===== config.mk =====
export PLATFORM = sky130hd
export DESIGN_NAME = guess_scorer
export DESIGN_NICKNAME = d
export VERILOG_FILES = /design/src/rtl/mm_pkg.sv /design/src/rtl/color_histogram.sv /design/src/rtl/guess_scorer.sv
export SDC_FILE = /design/constraint.sdc
export NUM_CORES = 1
export LEC_CHECK = 0
export BUFFER_PORTS_ARGS = -buffer_cell sky130_fd_sc_hd__clkbuf_2
export CAP_MARGIN = 20
export CORE_MARGIN = 4
export CORE_UTILIZATION = 50
export DETAILED_ROUTE_END_ITERATION = 16
export PLACE_DENSITY_LB_ADDON = 0.05
export SKIP_LAST_GASP = 1
export SLEW_MARGIN = 30
export SYNTH_ARGS = -nofsm -noshare
export SYNTH_HDL_FRONTEND = slang
export SYNTH_SLANG_ARGS = --single-unit

===== constraint.sdc =====
create_clock -name CLK -period 4.3 [get_ports CLK]
set_input_delay 0.215 -clock CLK [delete_from_list [all_inputs] [get_ports CLK]]
set_output_delay 0.215 -clock CLK [all_outputs]
set_load 0.02 [all_outputs]

===== src/rtl/mm_pkg.sv =====
// Shared types and default sizing for the guess scorer.
package mm_pkg;
  localparam int DEF_N_PEGS    = 4;
  localparam int DEF_COLOR_W   = 2;
  localparam int DEF_MAX_TRIES = 10;

  typedef enum logic [1:0] {S_IDLE, S_EXACT, S_COLOR, S_DONE} state_t;

  typedef logic [DEF_COLOR_W-1:0] peg_t;
endpackage


===== src/rtl/color_histogram.sv =====
// Secret/guess colour histograms of the mismatched pegs, plus the
// min-accumulate that turns them into the white-peg count.
module color_histogram
  import mm_pkg::*;
#(
  parameter int N_PEGS  = DEF_N_PEGS,
  parameter int COLOR_W = DEF_COLOR_W
) (
  input  logic                        CLK,
  input  logic                        reset,
  input  logic                        i_clr,
  input  logic                        i_peg_en,
  input  logic [COLOR_W-1:0]          i_s_col,
  input  logic [COLOR_W-1:0]          i_g_col,
  input  logic                        i_col_en,
  input  logic [COLOR_W-1:0]          i_col,
  output logic [$clog2(N_PEGS+1)-1:0] o_white
);
  localparam int NCOL  = 1 << COLOR_W;
  localparam int CNT_W = $clog2(N_PEGS+1);

  logic [NCOL-1:0][CNT_W-1:0] r_hist_s, r_hist_g;
  logic [CNT_W-1:0]           r_white, w_hs, w_hg, w_min;

  assign w_hs  = r_hist_s[i_col];
  assign w_hg  = r_hist_g[i_col];
  assign w_min = (w_hs < w_hg) ? w_hs : w_hg;

  // i_peg_en is only raised on a mismatch, so the two bins written never alias
  always_ff @(posedge CLK) begin
    if (reset || i_clr) begin
      r_hist_s <= '0;
      r_hist_g <= '0;
      r_white  <= '0;
    end else begin
      if (i_peg_en) begin
        r_hist_s[i_s_col] <= r_hist_s[i_s_col] + 1'b1;
        r_hist_g[i_g_col] <= r_hist_g[i_g_col] + 1'b1;
      end
      if (i_col_en) r_white <= r_white + w_min;
    end
  end

  assign o_white = r_white;
endmodule


===== src/rtl/guess_scorer.sv =====
// Mastermind-style guess scorer: one peg per cycle, then one colour per cycle.
// Define MM_ATTEMPT_LIMIT_EN to end the game (lose) after MAX_TRIES misses.
module guess_scorer
  import mm_pkg::*;
#(
  parameter int N_PEGS    = DEF_N_PEGS,
  parameter int COLOR_W   = DEF_COLOR_W,
  parameter int MAX_TRIES = DEF_MAX_TRIES
) (
  input  logic                           CLK,
  input  logic                           reset,
  input  logic                           start,
  input  logic [N_PEGS*COLOR_W-1:0]      secret,
  input  logic [N_PEGS*COLOR_W-1:0]      guess,
  output logic                           busy,
  output logic                           done,
  output logic [$clog2(N_PEGS+1)-1:0]    black,
  output logic [$clog2(N_PEGS+1)-1:0]    white,
  output logic [$clog2(MAX_TRIES+1)-1:0] attempts,
  output logic                           win,
  output logic                           lose
);
  localparam int NCOL  = 1 << COLOR_W;
  localparam int CNT_W = $clog2(N_PEGS+1);
  localparam int ATT_W = $clog2(MAX_TRIES+1);
  localparam int IDX_W = $clog2(N_PEGS+NCOL+1);
  localparam logic [IDX_W-1:0] LAST_PEG  = IDX_W'(N_PEGS-1);
  localparam logic [IDX_W-1:0] LAST_COL  = IDX_W'(NCOL-1);
  localparam logic [ATT_W-1:0] ATT_MAX   = ATT_W'(MAX_TRIES);
  localparam logic [CNT_W-1:0] ALL_BLACK = CNT_W'(N_PEGS);

  state_t                    r_state, w_state_nx;
  logic [N_PEGS*COLOR_W-1:0] r_secret, r_guess;
  logic [IDX_W-1:0]          r_idx;
  logic [CNT_W-1:0]          r_black;
  logic [ATT_W-1:0]          r_attempts, w_att_nx;
  logic                      r_done, r_win;
  logic                      w_accept, w_match, w_lose, w_peg_en, w_col_en;
  logic [COLOR_W-1:0]        w_s_peg, w_g_peg;

  assign w_s_peg  = COLOR_W'(r_secret >> (int'(r_idx) * COLOR_W));
  assign w_g_peg  = COLOR_W'(r_guess  >> (int'(r_idx) * COLOR_W));
  assign w_match  = (w_s_peg == w_g_peg);
  assign w_accept = (r_state == S_IDLE) && start && !r_win && !w_lose;
  assign w_peg_en = (r_state == S_EXACT) && !w_match;
  assign w_col_en = (r_state == S_COLOR);
  assign w_att_nx = (r_attempts == ATT_MAX) ? r_attempts : r_attempts + 1'b1;

  always_ff @(posedge CLK) begin
    if (reset) r_state <= S_IDLE;
    else       r_state <= w_state_nx;
  end

  always_comb begin
    w_state_nx = r_state;
    case (r_state)
      S_IDLE:  if (w_accept)           w_state_nx = S_EXACT;
      S_EXACT: if (r_idx == LAST_PEG)  w_state_nx = S_COLOR;
      S_COLOR: if (r_idx == LAST_COL)  w_state_nx = S_DONE;
      S_DONE:                          w_state_nx = S_IDLE;
      default:                         w_state_nx = S_IDLE;
    endcase
  end

  // r_idx walks pegs in EXACT, restarts at 0, then walks colours in COLOR
  always_ff @(posedge CLK) begin
    if (reset) begin
      r_secret   <= '0;
      r_guess    <= '0;
      r_idx      <= '0;
      r_black    <= '0;
      r_attempts <= '0;
      r_done     <= 1'b0;
      r_win      <= 1'b0;
    end else begin
      r_done <= 1'b0;
      case (r_state)
        S_IDLE: if (w_accept) begin
          r_secret <= secret;
          r_guess  <= guess;
          r_black  <= '0;
          r_idx    <= '0;
        end
        S_EXACT: begin
          if (w_match) r_black <= r_black + 1'b1;
          r_idx <= (r_idx == LAST_PEG) ? '0 : r_idx + 1'b1;
        end
        S_COLOR: r_idx <= r_idx + 1'b1;
        S_DONE: begin
          r_done     <= 1'b1;
          r_attempts <= w_att_nx;
          if (r_black == ALL_BLACK) r_win <= 1'b1;
        end
        default: ;
      endcase
    end
  end

`ifdef MM_ATTEMPT_LIMIT_EN
  logic r_lose;
  always_ff @(posedge CLK) begin
    if (reset)
      r_lose <= 1'b0;
    else if (r_state == S_DONE && r_black != ALL_BLACK && w_att_nx == ATT_MAX)
      r_lose <= 1'b1;
  end
  assign w_lose = r_lose;
`else
  assign w_lose = 1'b0;
`endif

  color_histogram #(.N_PEGS(N_PEGS), .COLOR_W(COLOR_W)) u_hist (
    .CLK      (CLK),
    .reset    (reset),
    .i_clr    (w_accept),
    .i_peg_en (w_peg_en),
    .i_s_col  (w_s_peg),
    .i_g_col  (w_g_peg),
    .i_col_en (w_col_en),
    .i_col    (r_idx[COLOR_W-1:0]),
    .o_white  (white)
  );

  assign busy     = (r_state != S_IDLE);
  assign done     = r_done;
  assign black    = r_black;
  assign attempts = r_attempts;
  assign win      = r_win;
  assign lose     = w_lose;
endmodule


==> results.md, run 1 <==
- The flow ran to the end, and the final reports show no timing, DRC or antenna violations.
- The clock sink count is 58.
- The post-CTS setup repair buffer count is 0.
- For this run, the number of Yosys warnings is 0.
- After detailed routing, the total wire length is a little over 6 mm.
- The final setup skew is 0.008088 ns.
- The post-synth net total is 364.
- The total number of H-tree levels is 3.
- The filler-free cell count of the finished design is 434.
- The combinational family with the most area after synthesis is simple AND/OR/NAND/NOR gates.
- Before CTS, the worst setup slack after placement is between 1 and 1.5 ns.
- Summing all multi-input logic gate instances after layout gives 1690 µm².
- After layout, the worst setup slack is 1.177 ns.
- The area enclosed by the die boundary is roughly 7300 µm².
- The first TritonRoute pass finished after 4 iterations.
- The worst register-to-register path begins at r_idx[0].
- The delay contributed by the slowest stage of the critical path is 0.56 ns.
- Setup repair after global routing left no endpoint under its margin.
- The startpoint identified for the worst hold timing path is secret[5].
- The area share of xor/xnor cells in the synthesized design is 4.119%.
- In the finished design, the share of the clock period the worst path needs comes to between 70% and 80%.
- Leaving out fill and tap cells, the most frequent cells in the layout are 58 x sky130_fd_sc_hd__dfxtp_1, 47 x sky130_fd_sc_hd__nand2_1, 40 x sky130_fd_sc_hd__a21oi_1.
- The first global-routing pass estimated about 11 mm of wire.
- The area growth from synthesis to layout is 13.54%.
- After detailed routing, the average wire length per cell comes to 14.32 µm.
- Counting the fill cells in the layout gives slightly above 500.
- The number of synthesized flops with an enable pin is 0.
- The slowest stage of the critical path is the sky130_fd_sc_hd__mux4_2 cell.
- The worst path arrival time is between 3 and 4 ns.
- The congestion estimate from routability-driven global placement came to around 0.9.
- The number of clock buffers added by TritonCTS is 9.
- Counting every instance in the synthesized netlist gives about 330.
- The post-synthesis adder-cell area fraction is between 7 and 8%.
- The largest fanout on the critical path is 7.
- In this run the static leakage power is about 0.0013 µW.
- The prevailing post-synth register cell is sky130_fd_sc_hd__dfxtp_1.
- The max-slew violation count is 0.
- The floorplan core area is 5642 µm².
- The routed design uses 2.819 mm of met2 wire.
- The synthesized design contains between 50 and 60 register bits.
- The antenna diode count is 0.
- The first routing iteration left 140 violations.
- In the synthesized netlist the async set-or-reset flop fraction comes to 0%.
- The number of buffers on the longest clock path is 2.
- The layout net count is between 300 and 400.
- Gates resized during post-CTS repair numbered 0.
- The residual DRC count is 0.
- The top achievable clock speed is about 320 MHz.
- The maximum number of pins on one net before global-route repair is 31.
- The initial antenna violation count was 0.
- The number of buffers inserted by hold repair at cts is 0.
- Of the total synthesized cell area, the portion taken by AND, OR, NAND and NOR gates is roughly 18%.
- During I/O placement, the number of pins put on the boundary was 33.
- After clock tree synthesis, the clock-pin slew on the worst setup and hold paths is 0.07 ns.
- The CTS tree is done.
- The effective utilization at floorplan is a little over half.
- The post-route antenna net violation count is 0.
- Dividing total power by cell area gives a power density of ~540 nW/µm².
- VDD sags by at most 0.2807 mV.
- Counting both buffers and inverters, the worst setup path holds a total of 1.
- The library cell used most frequently in the layout, excluding fill and tap cells, is sky130_fd_sc_hd__dfxtp_1.
- The utilization after layout is between 50 and 60%.
- The floorplan has 27 rows.
- The slew at the pin with the worst max-slew slack is between 0.7 and 0.8 ns.
- On the final layout, the worst hold slack is slightly above 0.09 ns.
- The summed negative setup slack over all endpoints is 0 ns.
- The floorplan step set the die height to ~85 µm.
- The critical path launch point type is a register.
- The worst setup path startpoint is r_idx[0].
- The detailed-route via count is 2,368.
- The number of placed instances with taps included is about 420.
- The data required time of the worst path is ~4.5 ns.
- Setup violations remaining at the end of the flow were counted as 0.
- The detailed-route vias per instance is about 5.5.
- The total congestion overflow is 0.
- The tree is rooted in a sky130_fd_sc_hd__clkbuf_8.
- The highest metal layer with signal wires is met4.
- The share of the synthesized area in compound gates (AO/OA/AOI/OAI) is 12.40%.
- In the final layout, flip-flops and latches occupy 1161 µm².
- Walking the worst path, the cells encountered are mux4_2 > inv_1 > ha_1 > a21o_1 > a21o_1 > mux2_2 > ha_1 > fa_1 > xor2_1 > nand2_1 > xor2_1 > nor2_1.
- The hold violation count in the final report is 0.
- The via count of the first global-routing pass is approximately 2,300.
- The path class of the tightest hold or removal check is input port to register.
- Sequential elements use around two fifths of the synthesized area.
- The average footprint of a synthesized cell is between 9 and 10 µm².
- The cell type group with the largest total delay on the critical path is multiplexers.
- In this run the horizontal extent of the chip is 85.16 µm.
- The relative slew slack is 47.31%.
- The critical path class is register to register.
- The port buffer count is 31.
- Global routing consumed, over all layers together, approximately a fifth of the routing resources.
- The wire-length estimate of the detail-placed layout is ~4.5 mm.
- The routed length on met1 is between 2 and 3 mm.
- The post-synthesis mux area share is between 10% and 20%.
- The worst setup path is captured at a register.
- For the worst-skew pair, the clock arrives at the later sink with an insertion delay of 0.34 ns.
- The routed design uses 321 µm of met3 wire.
- The max-capacitance violation count is 0.
- The clock period could shrink to approximately 3.1 ns.
- In the final layout, the share of cells above drive strength 1 is approximately a fifth.
- The netlist uses 39 different library cells.
- Summing every instance area after synthesis gives 2977 µm².
## path summary, 6_finish.rpt
| check | cells after the start | endpoint | slack (ns) |
|---|---|---|---|
| setup / recovery | 12 | u_hist.o_white[2] | 1.18 |
| hold / removal | 3 | r_secret[5] | 0.09 |
| setup reg to reg | 12 | u_hist.o_white[2] | 1.18 |
| hold reg to reg | 2 | r_secret[0] | 0.45 |
## logic make-up (layout without fill, tap and decap cells)
kind of cell               Yosys count  count (layout)
and+or+nand+nor                    112             112
AOI/OAI and AO/OA                   68              68
DFF                                 58              58
muxes                               31              31
buffers and inverters               27              61
adders and majority gates           17              17
xor gates and xnor gates            14              14
other                                1               1
## worst reg2reg max path, delay by kind of cell (launching register included)
kind | cells | cell delay, ns
AND/OR/NAND/NOR | 2 | 0.13
flip-flops | 1 | 0.52
XOR/XNOR | 2 | 0.32
buffers and inverters | 1 | 0.07
adder cells (fa/ha/maj) | 3 | 0.78
multiplexers | 2 | 0.84
AO/OA/AOI/OAI | 2 | 0.35
## per-layer routing
metal / vias to the layer above / track usage (%)
met5: - / 0
met4: 0 / 8.489
met3: 13 / 4.660
met2: 58 / 28.11
met1: 1101 / 25.60
li1: 1196 / -
## power by group
part / internal, µW / switching, µW
clock: 340 / 213
sequential: 593 / 47.9
combinational: 253 / 380
## flip-flops by register name, summed over array words and instances, names as in the netlist, 2 cells and up
register	flops
r_idx	4
r_guess	8
r_secret	8
u_hist.r_hist_g	12
r_state	2
u_hist.r_hist_s	12
black	3
u_hist.o_white	3
attempts	4
## through the flow
| stage | instance area, µm² | power, µW |
|---|---|---|
| final | 3379 | 1826 |
| after global placement | 3161 | 1280 |
| after detailed placement | 3161 | 1285 |
| after global routing | 3379 | 1955 |
| after CTS | 3379 | 1843 |
| after floorplan | 2977 | 1156 |
## Yosys cell counts, drive strengths merged, types with 2 or more instances
master  number  share of area, %
dfxtp       58                39
nand2       48               6.1
a21oi       40               6.7
nor2        34               4.3
mux2i       18               6.1
o21ai       18               3.0
ha          16               6.7
inv         11               1.4
mux4        10               7.8
xor2         9               2.6
buf          8               1.8
clkbuf       8               1.0
nand2b       6               1.3
nor3b        6               2.2
xnor2        5               1.5
nand3        4              0.67
nor2b        4              0.84
o221ai       4               1.2
a21o         3              0.76
mux2         3               1.1
nand4        2              0.42
nor3         2              0.34
nor4         2              0.63
or2          2              0.50
## final cells by class
type                    instances  share of cell area, %
clock inverters                 5                  2.295
clock buffers                  11                  4.184
well taps                      72                  2.666
multi-input cells             243                  50.02
repair buffers                 34                  5.257
flip-flops and latches         58                  34.36
inverters                      11                  1.222
No activity file was read; power rests on OpenSTA's default activity.
==> run 2, diff against run 1 <==
- ABC_AREA: not set -> 1
- clock period: 4.3 -> 3 ns (I/O delays scaled with it)
==> results.md, run 2 <==
- Status: complete, no violations (unchanged).
- The final count of negative-setup-slack endpoints came to 0 (unchanged).
- The port buffer count came to 31 (unchanged).
- The number of detailed-routing iterations run before antenna repair is 4 (unchanged).
- The static leakage is 0.001893 µW (was 0.001336 µW).
- The total congestion overflow is 0 (unchanged).
- Most area-consuming cells after synthesis: sky130_fd_sc_hd__dfxtp_1 34%, sky130_fd_sc_hd__nand2_1 15%, sky130_fd_sc_hd__nor2_1 8.6% (was sky130_fd_sc_hd__dfxtp_1 39%, sky130_fd_sc_hd__a21oi_1 6.7%, sky130_fd_sc_hd__ha_1 6.7%).
- The netlist area before placement is 3445 µm² (was 2977 µm²).
- The die span in y was 91 µm (was 85.16 µm).
- The cell type group with the largest total delay on the critical path is compound AO/OA/AOI/OAI gates (was multiplexers).
- The delay contributed by the slowest stage of the critical path is 0.41 ns (was 0.56 ns).
- The period utilization is 92.65% (was 72.63%).
- The antenna diode count is 0 (unchanged).
- The slew at the pin with the worst max-slew slack was 0.6218 ns (was 0.7831 ns).
- Leading cell types in the layout, fill and taps excluded: 137 x sky130_fd_sc_hd__nand2_1, 79 x sky130_fd_sc_hd__nor2_1, 74 x sky130_fd_sc_hd__inv_1 (was 58 x sky130_fd_sc_hd__dfxtp_1, 47 x sky130_fd_sc_hd__nand2_1, 40 x sky130_fd_sc_hd__a21oi_1).
- The sequential group share of total power was 28.4% (was 35.1%).
- The critical path launch point type is a register (unchanged).
- The data required time of the worst path was 3.28 ns (was 4.51 ns).
- The endpoint type of the worst setup path is a register (unchanged).
- The cell at the slowest stage of the critical path is sky130_fd_sc_hd__dfxtp_2 (was sky130_fd_sc_hd__mux4_2).
- The most frequently used cell type in the post-synthesis netlist is sky130_fd_sc_hd__nand2_1 (was sky130_fd_sc_hd__dfxtp_1).
- The residual DRC count is 0 (unchanged).
- The beginning of the worst register-to-register path is r_idx[0] (unchanged).
- The cell chosen for the clock root is sky130_fd_sc_hd__clkbuf_8 (unchanged).
- The floorplan core area was 6531 µm² (was 5642 µm²).
- The die width is 91 µm (was 85.16 µm).
- The logic gate share of total power is 53.7% (was 34.7%).
- The post-placement setup slack is 0.1797 ns (was 1.170 ns).
- RSZ-0062 raised after global routing: no (unchanged).
- The max-capacitance violation count came to 0 (unchanged).
- The post-synthesis sequential element count is 58 (unchanged).
- The top-area cell type share of the netlist area is 33.71% (was 39.01%).
- The post-synth net total is 565 (was 364).
- The detailed-route via count is 3,303 (was 2,368).
- The post-synthesis to final-layout area growth is 11.33% (was 13.54%).
- The detailed-route vias per instance is 5.121 (was 5.456).
- The average footprint of a synthesized cell is 6.511 µm² (was 9.075 µm²).
- The critical path class is register to register (unchanged).
- The cell taking the most area after synthesis is sky130_fd_sc_hd__dfxtp_1 (unchanged).
- The area enclosed by the die boundary is 8281 µm² (was 7251 µm²).
- The maximum number of pins on one net before global-route repair came to 29 (was 31).
- The number of buffers inserted by hold repair at cts is 0 (unchanged).
- The clock sink count was 58 (unchanged).
- Largest registers in the final layout: u_hist.r_hist_g x12, u_hist.r_hist_s x12 (unchanged).
- The total number of H-tree levels is 3 (unchanged).
- The largest fanout on the critical path is 9 (was 7).
- The insertion delay to the later sink of the worst-skew pair is 0.34 ns (about the same).
- By instance count, the cell type seen most on the critical path is sky130_fd_sc_hd__a21oi_1.
- The worst path arrival time was 3.05 ns (was 3.33 ns).
- The max-slew violation count was 0 (unchanged).
- The worst ir drop on vdd came to 0.5148 mV (was 0.2807 mV).
- The minimum clock period is 2.779 ns (was 3.123 ns).
- The summed negative setup slack over all endpoints came to 0 ns (unchanged).
- The commonest non-fill, non-tap cell in the layout is sky130_fd_sc_hd__nand2_1 (was sky130_fd_sc_hd__dfxtp_1).
- The worst min-delay path startpoint is reset (was secret[5]).
- The endpoint of the worst hold-timing path is done (was r_secret[5]).
- The share of async-settable or async-resettable flops after synthesis came to 0% (unchanged).
- The prevailing post-synth register cell is sky130_fd_sc_hd__dfxtp_1 (unchanged).
- The share of final-layout standard cells stronger than drive strength 1 is 12.85% (was 18.78%).
- The global routing usage summed across all routing layers is 20.01% (was 18.81%).
- The post-route antenna net violation count is 0 (unchanged).
- The CTS tree is done (unchanged).
- Leading cell types by count after synthesis: 137 x sky130_fd_sc_hd__nand2_1, 79 x sky130_fd_sc_hd__nor2_1, 74 x sky130_fd_sc_hd__inv_1 (was 58 x sky130_fd_sc_hd__dfxtp_1, 47 x sky130_fd_sc_hd__nand2_1, 40 x sky130_fd_sc_hd__a21oi_1).
- The depth of the worst register-to-register path came to 15 (was 12).
- The top achievable clock speed was 359.8 MHz (was 320.2 MHz).
- The switching power total is 1690 µW (was 641.1 µW).
- The layout net count is 599 (was 393).
- The areal power density over the cells was 915.0 nW/µm² (was 540.4 nW/µm²).
- Cells along the critical path: inv_2 > o21ai_0 > a21oi_1 > a21oi_1 > ha_1 > a21oi_1 > nand2_1 > nand2_1 > o21ai_0 > ha_1 > fa_1 > a21oi_1 > o21a_1 > o21ai_0 > a21oi_1 (was mux4_2 > inv_1 > ha_1 > a21o_1 > a21o_1 > mux2_2 > ha_1 > fa_1 > xor2_1 > nand2_1 > xor2_1 > nor2_1).
- The register area share after synthesis is 33.71% (was 39.01%).
- The global placer's final weighted congestion came to 0.8750 (was 0.9034).
- The first-pass GRT wire length came to 13.45 mm (was 10.92 mm).
- The switching share of power was 48.17% (was 35.10%).
- The number of buffers created by CTS is 9 (unchanged).
- The count of boundary I/O pins is 33 (unchanged).
- The slack of the critical path came to 0.2206 ns (was 1.177 ns).
- The count of mapped cells out of synthesis is 529 (was 328).
- The post-CTS setup repair buffer count was 0 (unchanged).
- The depth of the worst hold-timing path came to 2 (was 3).
- The count of distinct cell types in the synthesized netlist came to 31 (was 39).
- The total internal power is 1819 µW (was 1185 µW).
- The half-perimeter wire length of the detailed placement result is 5.911 mm (was 4.511 mm).
- The hold violation count in the final report is 0 (unchanged).
- The effective utilization at floorplan is 52.74% (was 52.76%).
- The row count came to 29 (was 27).
- The initial antenna violation count is 0 (unchanged).
- The via count of the first global-routing pass was 2,984 (was 2,268).
- The relative slew slack was 58.50% (was 47.31%).
- The final setup skew is 0.003760 ns (was 0.008088 ns).
- The clock slew at the register clock pins of the worst setup and hold paths is 0.06 ns (was 0.07 ns).
- The number of buffers on the longest clock path is 2 (unchanged).
- The class of the worst hold path was input port to register (unchanged).
- The routed wire length was 7.966 mm (was 6.214 mm).
- The number of synthesized flops with an enable pin is 0 (unchanged).
- The register-to-register path setup slack is 0.22 ns (was 1.18 ns).
- The endpoint of the most critical register-to-register path is u_hist.o_white[2] (unchanged).
- The number of DRC violations after detailed-routing iteration 0 is 159 (was 140).
- The total buffers and inverters traversed by the critical path is 1 (unchanged).
- The fraction of power consumed by the clock network is 17.9% (was 30.3%).
- The average wire length per cell after detail routing is 12.35 µm (was 14.32 µm).
- The warning count from the yosys run is 0 (unchanged).
run 2: cell count changes after synthesis, sizes merged, moves of 6 or more:
cell    delta
xor2       -7
nand3     +37
nand2     +92
nor3b      -6
mux2i     -18
nand2b     -6
mux4      -10
nor2      +51
inv       +65
o21ai     +18
run 2: how the worst max path moves through the flow:
stage | from | endpoint | slack [ns] | cells past startpoint
final | r_idx[0] | u_hist.o_white[2] | 0.22 | 15
after global routing | r_idx[0] | u_hist.o_white[2] | 0.007 | 15
after CTS | r_idx[0] | u_hist.o_white[2] | 0.16 | 16
after detailed placement | r_idx[0] | u_hist.o_white[2] | 0.18 | 16
after global placement | r_idx[0] | u_hist.o_white[2] | 0.28 | 16
after floorplan | r_idx[0] | u_hist.o_white[2] | 0.24 | 16
run 2: layer usage:
metal	track usage (%)	up-vias	part of all wire (%)
li1	-	1731	-
met1	27.27	1493	50
met2	30.23	62	43
met3	4.793	17	4.5
met4	8.668	0	2.6
met5	0	-	0
run 2: power by group through the flow:
stage / sequential, µW / combinational (µW) / clock, µW
final: 997 / 1880 / 629
after global routing: 1020 / 2140 / 673
after CTS: 996 / 1860 / 642
after detailed placement: 1010 / 1850 / 0
after global placement: 1010 / 1820 / 0
after floorplan: 1010 / 1490 / 0
run 2: worst register-to-register path, delay by kind of cell (launching register included):
kind / cells / cell delay [ns]
AO/OA/AOI/OAI: 9 / 1.17
flip-flops: 1 / 0.41
buffers and inverters: 1 / 0.11
AND/OR/NAND/NOR: 2 / 0.17
adder cells (fa/ha/maj): 3 / 0.86
run 2: what timing repair did:
action | CTS | global route
endpoints found under the hold margin | 0 | 0
resized for setup | 0 | 5
endpoints found under the setup margin | 0 | 1
run 2: area by class of cell:
type	count	area (µm²)
Timing Repair Buffer	40	239.0
Tap cell	77	96.34
Sequential cell	58	1162
Fill cell	648	2696
Multi-Input combinational cell	377	1884
Clock inverter	3	15.01
Clock buffer	13	148.9
Inverter	77	289.0
run 2: per-stage QoR:
stage               total power [µW]  hold slack [ns]  utilization [%]  area [µm²]  instances
finish                          3509          0.05660            58.72        3835        645
global route                    3826          0.06086            58.72        3835        645
CTS                             3495          0.04353            58.45        3817        645
detailed placement              2860           0.4067            55.94        3654        629
global placement                2834           0.4048            55.94        3654        629
floorplan                       2499           0.2191                -        3445        529
run 2: logic make-up (layout without fill, tap and decap cells):
family	count (synthesis)	in the layout	synth area share [%]
compound gates	83	83	12.64
xor+xnor	2	2	0.5086
fa+ha+maj	17	17	6.393
buf+inv	94	133	11.59
flops	58	58	33.71
other cells	1	1	0.1089
simple gates	274	274	35.05
==> run 3, diff against run 2 <==
- REMOVE_ABC_BUFFERS: not set -> 1
- SLEW_MARGIN: 30 -> not set
==> results.md, run 3 (synthesis gave the netlist of run 2 again) <==
- The global placer's final weighted congestion was 0.8711 (was 0.8750).
- The critical path launch point type is a register (unchanged).
- The via count of the first global-routing pass is 3,154 (was 2,984).
- The relative slew slack was 49.48% (was 58.50%).
- The final count of negative-setup-slack endpoints is 0 (unchanged).
- The worst min-delay path startpoint is reset (unchanged).
- The endpoint type of the worst setup path is a register (unchanged).
- The largest fanout on the critical path is 9 (unchanged).
- The total number of H-tree levels is 3 (unchanged).
- The effective utilization at floorplan is 52.74% (unchanged).
- The commonest non-fill, non-tap cell in the layout is sky130_fd_sc_hd__nand2_1 (unchanged).
- The clock sink count is 58 (unchanged).
- The top achievable clock speed is 361.1 MHz (was 359.8 MHz).
- The half-perimeter wire length of the detailed placement result came to 6.108 mm (was 5.911 mm).
- Status: complete, no violations (unchanged).
- The die span in y is 91 µm (unchanged).
- The number of gates given a new drive strength after cts is 0 (unchanged).
- Largest registers in the final layout: u_hist.r_hist_g x12, u_hist.r_hist_s x12 (unchanged).
- The register-to-register path setup slack is 0.23 ns (was 0.22 ns).
- The count of boundary I/O pins came to 33 (unchanged).
- Cells along the critical path: inv_2 > o21ai_0 > a21oi_1 > a21oi_1 > ha_1 > a21oi_1 > nand2_1 > nand2_1 > o21ai_0 > ha_1 > fa_1 > a21oi_1 > o21a_1 > o21ai_0 > a21oi_1 (unchanged).
- The area enclosed by the die boundary is 8281 µm² (unchanged).
- The register area was 1162 µm² (unchanged).
- The period utilization is 92.30% (was 92.65%).
- The most frequent cell on the critical path is sky130_fd_sc_hd__a21oi_1 (unchanged).
- The beginning of the worst register-to-register path was r_idx[0] (unchanged).
- The CTS tree is done (unchanged).
- The first-pass GRT wire length came to 14.24 mm (was 13.45 mm).
- The average wire length per cell after detail routing was 12.57 µm (was 12.35 µm).
- The hold violation count in the final report is 0 (unchanged).
- Leading cell types in the layout, fill and taps excluded: 137 x sky130_fd_sc_hd__nand2_1, 79 x sky130_fd_sc_hd__nor2_1, 74 x sky130_fd_sc_hd__inv_1 (unchanged).
- The worst ir drop on vdd came to 0.7439 mV (was 0.5148 mV).
- The endpoint of the worst hold-timing path is done (unchanged).
- The depth of the worst hold-timing path is 2 (unchanged).
- The routed wire length is 8.058 mm (was 7.966 mm).
- The cell at the slowest stage of the critical path is sky130_fd_sc_hd__dfxtp_2 (unchanged).
- The post-route antenna net violation count is 0 (unchanged).
- RSZ-0062 raised after global routing: no (unchanged).
- The post-placement setup slack is 0.1370 ns (was 0.1797 ns).
- The endpoint of the most critical register-to-register path is u_hist.o_white[2] (unchanged).
- The total congestion overflow was 0 (unchanged).
- The combined area of the multi-input logic cells came to 1884 µm² (unchanged).
- The clock slew at the register clock pins of the worst setup and hold paths is 0.06 ns (about the same).
- The die width came to 91 µm (unchanged).
- The number of buffers created by CTS is 9 (unchanged).
- The slew at the pin with the worst max-slew slack was 0.7570 ns (was 0.6218 ns).
- The delay contributed by the slowest stage of the critical path is 0.40 ns (was 0.41 ns).
- The detailed-route via count was 3,267 (was 3,303).
- The layout net count is 597 (was 599).
- The detailed-route vias per instance is 5.097 (was 5.121).
- The antenna diode count was 0 (unchanged).
- The depth of the worst register-to-register path was 15 (unchanged).
- The share of final-layout standard cells stronger than drive strength 1 was 12.77% (was 12.85%).
- The insertion delay to the later sink of the worst-skew pair was 0.34 ns (about the same).
- The row count is 29 (unchanged).
- The number of buffers inserted by hold repair at cts came to 0 (unchanged).
- The port buffer count is 31 (unchanged).
- The number of buffers on the longest clock path is 2 (unchanged).
- The cell chosen for the clock root is sky130_fd_sc_hd__clkbuf_8 (unchanged).
- The initial antenna violation count was 0 (unchanged).
- The maximum number of pins on one net before global-route repair came to 28 (was 29).
- The standard cell area after detailed placement is 3638 µm² (was 3654 µm²).
- The summed negative setup slack over all endpoints is 0 ns (unchanged).
- The final setup skew is 0.006994 ns (was 0.003760 ns).
- The post-CTS setup repair buffer count is 0 (unchanged).
- The static leakage is 0.001904 µW (was 0.001893 µW).
- The total buffers and inverters traversed by the critical path is 1 (unchanged).
- The utilization after layout is 59.27% (was 58.72%).
- The slack of the critical path came to 0.2309 ns (was 0.2206 ns).
- The minimum clock period is 2.769 ns (was 2.779 ns).
- The areal power density over the cells is 952.2 nW/µm² (was 915.0 nW/µm²).
- The post-synthesis to final-layout area growth is 12.39% (was 11.33%).
- The global routing usage summed across all routing layers is 20.93% (was 20.01%).
- The max-capacitance violation count is 0 (unchanged).
- The final standard cell area without fillers was 3871 µm² (was 3835 µm²).
- The data required time of the worst path is 3.27 ns (was 3.28 ns).
- The worst path arrival time is 3.04 ns (was 3.05 ns).
- The residual DRC count was 0 (unchanged).
- The critical path class was register to register (unchanged).
- The number of fillers in the final layout is 619 (was 648).
- The max-slew violation count is 0 (unchanged).
- The class of the worst hold path is input port to register (unchanged).
- The number of DRC violations after detailed-routing iteration 0 is 130 (was 159).
- The floorplan core area is 6531 µm² (unchanged).
- The number of detailed-routing iterations run before antenna repair is 4 (unchanged).
- The cell type group with the largest total delay on the critical path is compound AO/OA/AOI/OAI gates (unchanged).
-- run 3: power by group --
group | switching [µW] | internal, µW | total (µW) | leakage [µW]
Sequential | 99.1 | 898 | 997 | 0.000473
Combinational | 1270 | 578 | 1850 | 0.00132
Clock | 312 | 527 | 839 | 0.000115
Total | 1680 | 2000 | 3690 | 0.00190
-- run 3: per-layer routing --
metal  track usage [%]  routed length (µm)
met1             26.88                3872
met5                 0                   0
met2             34.58                3660
met3             3.140                 345
met4             9.799                 179
-- run 3: final cells by class --
class	count	area share [%]
flip-flops and latches	58	30.03
multi-input cells	377	48.67
well taps	77	2.489
repair buffers	38	5.462
clock inverters	2	1.551
inverters	77	7.531
clock buffers	12	4.266
-- run 3: worst max-delay path by stage --
stage	depth (start not counted)	start	slack, ns	endpoint
4_1_cts	15	r_idx[0]	0.11	u_hist.o_white[2]
2_1_floorplan	15	r_idx[0]	-0.16	u_hist.o_white[2]
3_5_place_dp	15	r_idx[0]	0.14	u_hist.o_white[2]
6_report	15	r_idx[0]	0.23	u_hist.o_white[2]
5_1_grt	16	u_hist.r_hist_g[2]	0.03	u_hist.o_white[2]
3_3_place_gp	15	r_idx[0]	0.31	u_hist.o_white[2]
-- run 3: worst reg2reg max path, cell delays in order, from the launching register on --
cell                      delay, ns
sky130_fd_sc_hd__dfxtp_2       0.40
sky130_fd_sc_hd__inv_2         0.09
sky130_fd_sc_hd__o21ai_0       0.17
sky130_fd_sc_hd__a21oi_1       0.06
sky130_fd_sc_hd__a21oi_1       0.18
sky130_fd_sc_hd__ha_1          0.28
sky130_fd_sc_hd__a21oi_1       0.13
sky130_fd_sc_hd__nand2_1       0.11
sky130_fd_sc_hd__nand2_1       0.07
sky130_fd_sc_hd__o21ai_0       0.08
sky130_fd_sc_hd__ha_1          0.20
sky130_fd_sc_hd__fa_1          0.39
sky130_fd_sc_hd__a21oi_1       0.16
sky130_fd_sc_hd__o21a_1        0.16
sky130_fd_sc_hd__o21ai_0       0.07
sky130_fd_sc_hd__a21oi_1       0.15
-- run 3: metrics by stage --
step           instances  power [µW]  hold slack, ns
6_report             641        3686         0.04959
5_1_grt              641        4030         0.04836
2_1_floorplan        512        2375          0.2191
3_5_place_dp         627        2856          0.3971
3_3_place_gp         627        2814          0.3955
4_1_cts              641        3701         0.03588
